`src/rtl/quad_encoder_counter.sv`:
```
// Quadrature encoder position counter: synchronized, glitch-filtered A/B/I inputs.
// Define QUAD_VELOCITY_EN to include the windowed velocity measurement.
module quad_encoder_counter #(
   parameter int unsigned COUNT_WIDTH  = 24,
   parameter int unsigned FILTER_TICKS = 5,
   parameter int unsigned CLK_FREQ_HZ  = 32_000_000,
   parameter int unsigned VEL_RATE_HZ  = 1000
) (
   input  logic                   clk,
   input  logic                   reset,
   input  logic                   quad_a,
   input  logic                   quad_b,
   input  logic                   quad_i,
   input  logic                   index_clear_en,
   input  logic                   error_clear,
   output logic [COUNT_WIDTH-1:0] count,
   output logic [COUNT_WIDTH-1:0] velocity,
   output logic                   velocity_valid,
   output logic                   error
);

   localparam logic [7:0] FILT_LAST = 8'(FILTER_TICKS - 1);

   // Bit order everywhere: [0]=A, [1]=B, [2]=index.
   logic [2:0]      raw;
   logic [2:0]      sync1_q, sync2_q;
   logic [2:0]      filt_q, prev_q;
   logic [2:0][7:0] stab_q;

   logic [COUNT_WIDTH-1:0] count_q, count_d;
   logic                   error_q, error_d;
   logic                   step_up, step_dn, illegal;
   logic                   idx_clr;

   assign raw = {quad_i, quad_b, quad_a};

   // During reset every stage tracks the raw pins so release produces no step.
   always_ff @(posedge clk) begin
      if (reset) begin
         sync1_q <= raw;
         sync2_q <= raw;
         filt_q  <= raw;
         prev_q  <= raw;
         stab_q  <= '0;
      end else begin
         sync1_q <= raw;
         sync2_q <= sync1_q;
         prev_q  <= filt_q;
         for (int k = 0; k < 3; k++) begin
            if (sync2_q[k] == filt_q[k]) begin
               stab_q[k] <= 8'd0;
            end else if (stab_q[k] == FILT_LAST) begin
               filt_q[k] <= sync2_q[k];
               stab_q[k] <= 8'd0;
            end else begin
               stab_q[k] <= stab_q[k] + 8'd1;
            end
         end
      end
   end

   // Patterns are {prev A, prev B, cur A, cur B}; forward is 00->10->11->01->00.
   always_comb begin
      step_up = 1'b0;
      step_dn = 1'b0;
      illegal = 1'b0;
      case ({prev_q[0], prev_q[1], filt_q[0], filt_q[1]})
         4'b0010, 4'b1011, 4'b1101, 4'b0100: step_up = 1'b1;
         4'b0001, 4'b0111, 4'b1110, 4'b1000: step_dn = 1'b1;
         4'b0011, 4'b1100, 4'b0110, 4'b1001: illegal = 1'b1;
         default: ;
      endcase
   end

   assign idx_clr = filt_q[2] & ~prev_q[2] & index_clear_en;

   always_comb begin
      count_d = count_q;
      if (idx_clr) begin
         count_d = '0;
      end else if (step_up) begin
         count_d = count_q + COUNT_WIDTH'(1);
      end else if (step_dn) begin
         count_d = count_q - COUNT_WIDTH'(1);
      end
   end

   always_comb begin
      error_d = error_q;
      if (illegal) begin
         error_d = 1'b1;
      end else if (error_clear) begin
         error_d = 1'b0;
      end
   end

   always_ff @(posedge clk) begin
      if (reset) begin
         count_q <= '0;
         error_q <= 1'b0;
      end else begin
         count_q <= count_d;
         error_q <= error_d;
      end
   end

   assign count = count_q;
   assign error = error_q;

`ifdef QUAD_VELOCITY_EN
   localparam int unsigned WINDOW = CLK_FREQ_HZ / VEL_RATE_HZ;
   localparam int unsigned WIN_W  = (WINDOW > 1) ? $clog2(WINDOW) : 1;
   localparam logic [WIN_W-1:0] WIN_LAST = WIN_W'(WINDOW - 1);

   logic [WIN_W-1:0]       win_q;
   logic [COUNT_WIDTH-1:0] snap_q, snap_d, snap_base;
   logic [COUNT_WIDTH-1:0] vel_q;
   logic                   vvalid_q;
   logic                   win_end;

   assign win_end = (win_q == WIN_LAST);

   // Rebasing the snapshot by the pre-clear count keeps velocity continuous.
   always_comb begin
      snap_base = win_end ? count_q : snap_q;
      snap_d    = idx_clr ? (snap_base - count_q) : snap_base;
   end

   always_ff @(posedge clk) begin
      if (reset) begin
         win_q    <= '0;
         snap_q   <= '0;
         vel_q    <= '0;
         vvalid_q <= 1'b0;
      end else begin
         vvalid_q <= 1'b0;
         snap_q   <= snap_d;
         if (win_end) begin
            win_q    <= '0;
            vel_q    <= count_q - snap_q;
            vvalid_q <= 1'b1;
         end else begin
            win_q <= win_q + WIN_W'(1);
         end
      end
   end

   assign velocity       = vel_q;
   assign velocity_valid = vvalid_q;
`else
   logic unused_cfg;
   assign unused_cfg     = ^{CLK_FREQ_HZ, VEL_RATE_HZ};
   assign velocity       = '0;
   assign velocity_valid = 1'b0;
`endif

endmodule

```
`config.mk`:
```
export PLATFORM = sky130hd
export DESIGN_NAME = quad_encoder_counter
export DESIGN_NICKNAME = d
export VERILOG_FILES = /design/src/rtl/quad_encoder_counter.sv
export SDC_FILE = /design/constraint.sdc
export NUM_CORES = 1
export LEC_CHECK = 0
export CAP_MARGIN = 0
export CORE_MARGIN = 10
export CORE_UTILIZATION = 58
export DETAILED_ROUTE_END_ITERATION = 8
export DONT_BUFFER_PORTS = 1
export PLACE_DENSITY = 0.86
export SYNTH_ARGS = -nofsm -noshare
export SYNTH_HDL_FRONTEND = slang
export SYNTH_SLANG_ARGS = --single-unit
```
`constraint.sdc`:
```
create_clock -name clk -period 3.3 [get_ports clk]
set_input_delay 0.495 -clock clk [delete_from_list [all_inputs] [get_ports clk]]
set_output_delay 0.495 -clock clk [all_outputs]
set_load 0.05 [all_outputs]
```
==> results.md <==
- DP HPWL: 6110 um
- Via density: between 5 and 6
- Required @ worst endpoint: between 3000 and 4000 ps
- Yosys reg bits: approximately 60
- Worst vdd ir: 0.678 mV
- Clock Skews: approximately 8.4 ps
- Routed WL per cell: 14.5 um
- Placer congestion estimate: 0.864
- Clock Pin Slew Worst Setup and Hold Paths: 70 ps
- Detail Route Antenna Nets: 0
- Postcts setup bufs: 0
- Most common cell after layout, fill and taps aside: dfxtp_1
- Rows: 29
- Crit path cell chain: xor2_1, nand2_1, buf_4, ha_1, a21oi_1, o21ai_0, o21ai_1, o31a_1, o31ai_2, xnor2_1, o21ai_2
- Top FF cell, synth: dfxtp_1
- Arrival @ worst endpoint: between 3000 and 4000 ps
- Worst-margin pin slew: approximately 640 ps
- Fmax: between 300 and 400 MHz
- XOR/XNOR Fraction of Synth Area: 0.101
- Synthesized instance count: 461
- Post-Synth Simple-Gate Area: 0.190
- Leak: ~1.8 nW
- Num CTS Buffers: 9
- Pre-CTS WS: around 400 ps
- Cts hold-fix bufs: 0
- Final Hold Fails: 0
- H-tree Lvls: 3
- Die area: slightly above 10000 um2
- HP Start: quad_a
- Syn. warnings: 0
- Top-area cell type share of the netlist area: 0.310
- Period minus WS final: between 2000 and 3000 ps
- Deepest clock path buffer count: 2
- Routed WL: about 8200 um
- Starting Density: 0.592
- Initial antenna violation count: 0
- R2R depth: 11
- Vias in the first global route: 3043
- Dominant cells by area after synthesis: dfxtp_1, ha_1, xor2_1, buf_4, a21oi_1
- CP Capture Type: register
- Clk_lat worst skew: 350 ps
- Io pins: 57
- Worst Hold Path Cells: 0
- Post-synthesis cell area: 3740 um2
- Setup TNS: 0 ps
- Worst Slack Setup Final: between 300 and 400 ps
- Yosys cell types: 49
- Layout area overhead: 9.27%
- Post_cts resized: 0
- Antenna Cells: 0
- Final Slew Violations: 0
- Status: finished, final reports clean
- Die X: between 100 and 150 um
- Sequential-to-total area share from yosys stat: 0.335
- Syn Area/Cell: slightly above 8 um2
- Leading area contributor after synthesis: dfxtp_1
- CP max FO: 14
- Pwr Density: 1120 nW/um2
- Core area: approximately 6300 um2
- Worst slew margin: 0.570
- Max cap viols: 0
- Largest family of logic cells by synthesized area: simple AND/OR/NAND/NOR gates
- Initial drt markers: around 160
- GRT Util Overall: 0.166
- Mux cell area share after synthesis: 0.00268
- Remaining Overflow, GRT: 0
- Fraction of registers with async set/reset: 0
- TritonRoute pass-1 iters: 4
- Die H: ~100 um
- DRC: 0
- Post-route core utilization: 0.647
- Most frequent cells in the layout: dfxtp_1, nand2_1, nor2_1
- Global-route wire length before repair: 13900 um
- Hold EP: sync1_q[0]$_DFF_P_
- RSZ-0062 raised after global routing: false
- Hold Slack: 172 ps
- Nets: ~520
- Final setup vio count: 0
- TritonCTS clock tree: done
- Hold Crit Class: in -> reg
- Num Clock Sinks: a little over 60
- Final worst path period share: 0.901
- Slowest CP cell: edfxtp_1
- Vias post-DR: 3152
- Reg2reg setup slack: approximately 330 ps
- Port buffer count: 0
- Reg-to-Reg Start: filt_q[0]$_DFFE_PP_
- Worst path max stage delay: about 460 ps
- Clock root cell: clkbuf_8
- Compound-Gate Fraction of Synth Area: 0.181
- WS Path Type: reg -> reg
- Reg2reg end: count[22]$_SDFFE_PP0P_
- Post-Synth Adder-Cell Area: 0.0990
- Layout cells sized above 1: 0.106
- Post-synth EDFFs: 3
- Crit path launch type: register
- Largest net degree at the start of global routing: 22
-- per-layer routing --
metal	up-vias	part of all wire	wire length, um	GRT usage
li1	1595	-	-	-
met4	0	0.015	120	0.0663
met2	92	0.50	4090	0.283
met1	1453	0.41	3370	0.184
met5	-	0	0	0
met3	12	0.078	637	0.0598
-- report_power, final --
part / leakage, nW / switching [W] / total (W) / internal, W
registers: 0.506 / 0.000132 / 0.00103 / 0.000898
clock network: 0.0996 / 0.000319 / 0.000669 / 0.000351
logic: 1.20 / 0.00184 / 0.00289 / 0.00104
-- cell type report --
type                    instances  area [um2]
multi-input cells             360        2240
clock inverters                 7        73.8
clock buffers                   9         124
well taps                      77        96.3
inverters                      25        93.8
fillers                       545        2230
flip-flops and latches         61        1250
repair buffers                 28         210
-- critical path, delay by kind of cell, from the launching register on --
kind | cells | cell delay (ps)
AO/OA/AOI/OAI | 6 | 1270
flip-flops | 1 | 460
adder cells (fa/ha/maj) | 1 | 410
XOR/XNOR | 2 | 370
buffers and inverters | 1 | 220
AND/OR/NAND/NOR | 1 | 130
-- kinds of logic (layout without fill, tap and decap cells) --
kind of cell	count (synthesis)	after routing
flip-flops	61	61
adder cells (fa/ha/maj)	29	29
XOR/XNOR	43	43
AND/OR/NAND/NOR	153	153
AO/OA/AOI/OAI	109	109
other	1	25
multiplexers	1	1
buffers and inverters	64	69
-- flip-flops by register name, summed over array words and instances, names as in the netlist --
| signal | count |
|---|---|
| sync1_q | 3 |
| prev_q | 3 |
| sync2_q | 3 |
| filt_q | 3 |
| count | 24 |
| error | 1 |
| stab_q | 24 |
-- cell usage after synthesis, types with 2 or more instances --
cell type  count
and3_1        10
a211oi_1       5
nor4_1         2
clkbuf_1      10
ha_1          28
nand4_1        5
or3_1          3
xnor2_1       17
a21o_1         5
xor2_1        26
nor2_1        43
o21a_1         4
nand3_1       26
a21oi_1       34
buf_2          3
o21ai_1        4
nand2_1       44
o211ai_1       3
nor3_1         9
o22ai_1        2
edfxtp_1       3
inv_1         25
o21ai_0       33
nor4bb_1       3
a31oi_1        3
and2_1         2
dfxtp_1       58
nand2b_1       3
nor2b_1        2
buf_4         26
o31a_1         2
-- metrics by stage --
stage	area (um2)	cells	total power, W
2_1_floorplan	3830	485	0.00330
3_3_place_gp	3890	551	0.00381
3_5_place_dp	3890	551	0.00388
4_1_cts	4090	567	0.00458
5_1_grt	4090	567	0.00493
6_report	4090	567	0.00458
-- worst max path at each step --
stage	slack, ps	from	cells after the start	endpoint
final	330	filt_q[0]$_DFFE_PP_	11	count[22]$_SDFFE_PP0P_
after global routing	80	filt_q[0]$_DFFE_PP_	11	count[21]$_SDFFE_PP0P_
after floorplan	220	filt_q[0]$_DFFE_PP_	11	count[22]$_SDFFE_PP0P_
after detailed placement	390	filt_q[0]$_DFFE_PP_	11	count[21]$_SDFFE_PP0P_
after global placement	460	filt_q[0]$_DFFE_PP_	11	count[21]$_SDFFE_PP0P_
after CTS	360	filt_q[0]$_DFFE_PP_	11	count[22]$_SDFFE_PP0P_
Power figures use the tool's default switching activity.
